## config.mk

```make
export PLATFORM = sky130hd
export DESIGN_NAME = bin_to_bcd_seq_flat
export DESIGN_NICKNAME = d
export VERILOG_FILES = /design/src/rtl/bin_to_bcd_seq_if.sv /design/src/rtl/bin_to_bcd_seq.sv /design/src/flat_wrapper.sv
export SDC_FILE = /design/constraint.sdc
export NUM_CORES = 1
export LEC_CHECK = 0
export BUFFER_PORTS_ARGS = -buffer_cell sky130_fd_sc_hd__buf_2
export CORE_MARGIN = 5
export CORE_UTILIZATION = 30
export DETAILED_ROUTE_END_ITERATION = 10
export HOLD_SLACK_MARGIN = 0.08
export RECOVER_POWER = 25
export SLEW_MARGIN = 20
export SYNTH_ARGS = -nofsm -noshare
export SYNTH_HDL_FRONTEND = slang
export SYNTH_SLANG_ARGS = --single-unit
```

## constraint.sdc

```tcl
create_clock -name clk -period 4.3 [get_ports clk]
set_input_delay 0 -clock clk [delete_from_list [all_inputs] [get_ports clk]]
set_output_delay 0 -clock clk [all_outputs]
set_load 0.03 [all_outputs]
```

## src/rtl/bin_to_bcd_seq_if.sv

```systemverilog
// Handshake and data bundle between a conversion requester and the
// sequential binary-to-BCD converter.
interface bin_to_bcd_seq_if #(
    parameter int BIN_W  = 12,
    parameter int DIGITS = 4
);
    logic                  start;
    logic [BIN_W-1:0]      bin_in;
    logic                  busy;
    logic                  done;
    logic [4*DIGITS-1:0]   bcd_out;

    modport master (
        output start,
        output bin_in,
        input  busy,
        input  done,
        input  bcd_out
    );

    modport slave (
        input  start,
        input  bin_in,
        output busy,
        output done,
        output bcd_out
    );
endinterface

```

## src/rtl/bin_to_bcd_seq.sv

```systemverilog
// Iterative double-dabble converter: one input bit per clock, result held
// in bcd_out between conversions for the downstream 7-segment decoders.
module bin_to_bcd_seq #(
    parameter int BIN_W  = 12,
    parameter int DIGITS = 4
) (
    input  logic               clk,
    input  logic               rst,
    bin_to_bcd_seq_if.slave    bus
);
    localparam int BCD_W = 4 * DIGITS;
    localparam int CNT_W = $clog2(BIN_W + 1);

    typedef enum logic [0:0] {
        IDLE = 1'b0,
        CONV = 1'b1
    } state_t;

    state_t                state_r;
    state_t                state_s;
    logic                  accept_s;
    logic                  last_s;
    logic [BIN_W-1:0]      bin_r;
    logic [BCD_W-1:0]      scratch_r;
    logic [CNT_W-1:0]      cnt_r;
    logic [BCD_W-1:0]      bcd_r;
    logic                  busy_r;
    logic                  done_r;
    logic [BCD_W-1:0]      scratch_adj_s;
    logic [BCD_W+BIN_W-1:0] cat_s;

    // Add 3 to every nibble >= 5, all digits evaluated on pre-shift values
    function automatic logic [BCD_W-1:0] add3_digits(input logic [BCD_W-1:0] s);
        logic [BCD_W-1:0] r;
        logic [3:0]       nib;
        r = s;
        for (int d = 0; d < DIGITS; d++) begin
            nib = s[4*d +: 4];
            if (nib >= 4'd5) begin
                r[4*d +: 4] = nib + 4'd3;
            end else begin
                r[4*d +: 4] = nib;
            end
        end
        return r;
    endfunction

    // Adjust-then-shift datapath for one iteration
    always_comb begin
        scratch_adj_s = add3_digits(scratch_r);
        cat_s         = {scratch_adj_s, bin_r} << 1;
    end

    // FSM state register
    always_ff @(posedge clk or posedge rst) begin
        if (rst) begin
            state_r <= IDLE;
        end else begin
            state_r <= state_s;
        end
    end

    // Next-state decode; start is only honoured in IDLE
    always_comb begin
        state_s  = state_r;
        accept_s = 1'b0;
        last_s   = 1'b0;
        case (state_r)
            IDLE: begin
                if (bus.start) begin
                    state_s  = CONV;
                    accept_s = 1'b1;
                end else begin
                    state_s = IDLE;
                end
            end
            CONV: begin
                if (cnt_r == CNT_W'(BIN_W - 1)) begin
                    state_s = IDLE;
                    last_s  = 1'b1;
                end else begin
                    state_s = CONV;
                end
            end
            default: begin
                state_s = IDLE;
            end
        endcase
    end

    // Shift registers, counter and registered outputs
    always_ff @(posedge clk or posedge rst) begin
        if (rst) begin
            bin_r     <= '0;
            scratch_r <= '0;
            cnt_r     <= '0;
            bcd_r     <= '0;
            busy_r    <= 1'b0;
            done_r    <= 1'b0;
        end else begin
            done_r <= 1'b0;
            if (accept_s) begin
                bin_r     <= bus.bin_in;
                scratch_r <= '0;
                cnt_r     <= '0;
                busy_r    <= 1'b1;
            end else if (state_r == CONV) begin
                scratch_r <= cat_s[BCD_W+BIN_W-1:BIN_W];
                bin_r     <= cat_s[BIN_W-1:0];
                cnt_r     <= cnt_r + CNT_W'(1);
                // Final iteration publishes the post-shift digits
                if (last_s) begin
                    bcd_r  <= cat_s[BCD_W+BIN_W-1:BIN_W];
                    done_r <= 1'b1;
                    busy_r <= 1'b0;
                end
            end
        end
    end

    assign bus.busy    = busy_r;
    assign bus.done    = done_r;
    assign bus.bcd_out = bcd_r;
endmodule

```

## src/flat_wrapper.sv

```systemverilog
// flat-port wrapper written by rule: the top's interface ports become plain ports
module bin_to_bcd_seq_flat 
#(
    parameter int BIN_W  = 12,
    parameter int DIGITS = 4
)
  (clk, rst, bus_start, bus_bin_in, bus_busy, bus_done, bus_bcd_out);
  bin_to_bcd_seq_if #(.BIN_W(BIN_W), .DIGITS(DIGITS)) bus_i ();
  input  logic clk;
  input  logic rst;
  input wire logic [$bits(bus_i.start)-1:0] bus_start;
  input wire logic [$bits(bus_i.bin_in)-1:0] bus_bin_in;
  output wire logic [$bits(bus_i.busy)-1:0] bus_busy;
  output wire logic [$bits(bus_i.done)-1:0] bus_done;
  output wire logic [$bits(bus_i.bcd_out)-1:0] bus_bcd_out;
  assign bus_i.start = bus_start;
  assign bus_i.bin_in = bus_bin_in;
  assign bus_busy = bus_i.busy;
  assign bus_done = bus_i.done;
  assign bus_bcd_out = bus_i.bcd_out;
  bin_to_bcd_seq #(.BIN_W(BIN_W), .DIGITS(DIGITS)) u_core (.clk(clk), .rst(rst), .bus(bus_i));
endmodule
```

==> impl_results.md <==
- GRT Util Overall: 10.4%
- Max Freq: 469 MHz
- Die extent in y: 101 um
- CP endpoint: u_core.bus.bcd_out[13]$_DFFE_PP0P_
- Post-synth ARST share: 100%
- Quantity of gates resized following cts: 0
- DRT Pass-1 Iters: 4
- Clk_skew: 0.00785 ns
- Final Max Slew Viols: 52
- Violated checks: max-capacitance violations, max-slew violations
- Starting Density: 30.4%
- Max-slew headroom: -49.2%
- DIE AREA: 0.0101 mm2
- Pwr Density: 781 mW/mm2
- # rows: 33
- Diode count: 0
- Status: finished, violations left
- Antenna-violating nets left: 0
- R2r setup slk: 2.17 ns
- Clk root buf: clkbuf_8
- DRC viols: 0
- Number of synthesized flops with an enable pin: 0
- Largest net degree at the start of global routing: 52
- Clock slew at reported path FFs: 0.10 ns
- DRT iter0 DRCs: 42
- Die extent in x: 101 um
- Flops & latches, synth: 51
- R2r startpoint: u_core.state_r$_DFF_PP0_
- Leakage: 1.36 nW
- Syn nets: 249
- Remaining global-route overflow: 0
- Post-synth top flop: dfrtp_1
- TritonCTS Sinks: 51
- Vias per inst: 4.67
- Layout cells sized above 1: 15.3%
- Setup repair bufs after CTS: 0
- Worst-Margin Slew: 2.23 ns
- Fin crit period: 2.13 ns
- Worst setup EP type: flop
- Final nets: 291
- Sequential area share after synthesis: 51.9%
- Routed wire length: 4.93 mm
- Yosys cell types: 31
- Core Region: 0.00809 mm2
- Max-cap violations: 1
- First-pass GRT wire length: 8.39 mm
- Post-DP HPWL: 3.37 mm
- TritonCTS clock tree: yes
- Final setup fails: 0
- Vias post-DR: 1,741
- Number of port buffers: 32
- Clock Latency Late Sink: 0.30 ns
- DP Worst Slack: 2.18 ns
- Synth warn: 0
- Setup Total Neg Slack: 0 ns
- Start point of the critical path: u_core.state_r$_DFF_PP0_
- Pwr Total: 0.00230 W
- Hold_buf cts: 13
- Crit start category: flop
- Worst endpoint required time: 4.49 ns
- GPL Wtd Cong: 0.744
- Post-Syn Area per Cell: 10.9 um2
- Area delta synth->final: 19.5%
- RSZ-0062 raised after global routing: no
- WP data arrival: 2.32 ns
- Vias in the first global route: 1,738
- Post-layout util: 36.3%
- H-tree levels: 2
- R2R Path End: u_core.bus.bcd_out[13]$_DFFE_PP0P_
- Setup ws final: 2.17 ns
- Class of the most critical setup path: flop to flop
- CTS buffer count: 5
- Hold WC Path Type: input pin to flop
- Final worst path period share: 49.6%
- CTS Buffer Depth: 2
- Final hold viol count: 0
- Post-DR wirelength/cell: 13.2 um
- Post-synthesis cell count: 225
- # IOs: 33
- Max IR drop VDD: 244 uV
- Initial antenna violation count: 0
- Synthesized cell area: 0.00246 mm2
- Worst Reg-to-Reg Cells: 3
- Crit Path Max Fanout: 26
-- state kept, by name, summed over array words and instances (netlist names) --
name                flops
u_core.bus.busy         1
u_core.bus.bcd_out     16
u_core.bus.done         1
u_core.bin_r           12
u_core.scratch_r       16
u_core.cnt_r            4
u_core.state_r          1
-- worst min-delay path by stage --
stage	start	to	cells after the start	slack (ns)
after CTS	bus_start	u_core.bin_r[0]$_DFFE_PP0P_	3	0.28
after global routing	bus_start	u_core.bus.busy$_DFFE_PP0P_	3	0.31
after global placement	bus_bin_in[0]	u_core.bin_r[0]$_DFFE_PP0P_	3	0.25
after detailed placement	bus_bin_in[0]	u_core.bin_r[0]$_DFFE_PP0P_	3	0.25
final	bus_start	u_core.bus.busy$_DFFE_PP0P_	3	0.28
after floorplan	bus_bin_in[0]	u_core.bin_r[0]$_DFFE_PP0P_	2	0.16
-- cell type report --
cell class              count  area [um2]
flip-flops and latches     51        1280
fillers                   848        5150
clock inverters             2        60.1
inverters                  11        42.5
well taps                 105         131
clock buffers               6        72.6
repair buffers             46         275
multi-input cells         152        1080
-- synthesized netlist by cell type, types with 3 or more instances --
cell,number,area (um2)
ha_1,9,113
mux2i_1,16,160
inv_1,8,30.0
a21o_1,6,45.0
nor3_1,6,30.0
a21oi_1,8,40.0
nor3b_1,5,37.5
dfrtp_1,51,1280
nor2_1,7,26.3
buf_2,7,35.0
inv_2,3,11.3
or3_1,3,18.8
xnor2_1,4,35.0
a22o_1,7,61.3
nand2_1,26,97.6
o21ai_1,31,155
mux2_4,7,105
-- where the power goes --
part / switching, W / internal (W) / total, W
logic: 0.000581 / 0.000442 / 0.00102
registers: 0.000194 / 0.000688 / 0.000882
clock network: 0.000158 / 0.000233 / 0.000391
-- cell families (layout without fill, tap and decap cells) --
logic type,after synthesis,count (layout),share of synthesized area [%]
AO/OA/AOI/OAI,58,58,14.8
AND/OR/NAND/NOR,57,57,11.9
flip-flops,51,51,51.9
adder cells (fa/ha/maj),9,9,4.58
multiplexers,24,24,11.2
buffers and inverters,22,65,4.17
XOR/XNOR,4,4,1.42
-- worst max-delay path, stage by stage (launching register included) --
cell      delay, ns
dfrtp_1        0.91
nand4b_4       0.36
inv_2          0.37
mux2_2         0.38
-- per-layer routing --
layer,GRT usage (%),part of all wire (%),vias to the layer above
li1,-,-,864
met1,13.8,46,837
met2,16.8,48,32
met3,2.70,5.1,8
met4,3.11,1.2,0
met5,0,0,-
-- metrics by stage --
stage               hold slack [ns]  instances  cell area, um2
floorplan                     0.156        225            2460
global placement              0.248        352            2700
detailed placement            0.254        352            2700
CTS                           0.278        373            2960
global route                  0.308        373            2940
finish                        0.281        373            2940
-- cell usage in the layout, fill, tap and decap left out, types with 6 or more instances in the layout --
cell	netlist	final
dlygate4sd3_1	0	13
o21ai_1	31	31
nor3_1	6	6
mux2i_1	16	16
dfrtp_1	51	51
mux2_4	7	7
ha_1	9	9
a21o_1	6	6
a22o_1	7	7
clkbuf_1	2	19
nand2_1	26	26
a21oi_1	8	8
buf_2	7	14
nor2_1	7	7
inv_1	8	7
No activity file was read; power rests on OpenSTA's default activity.
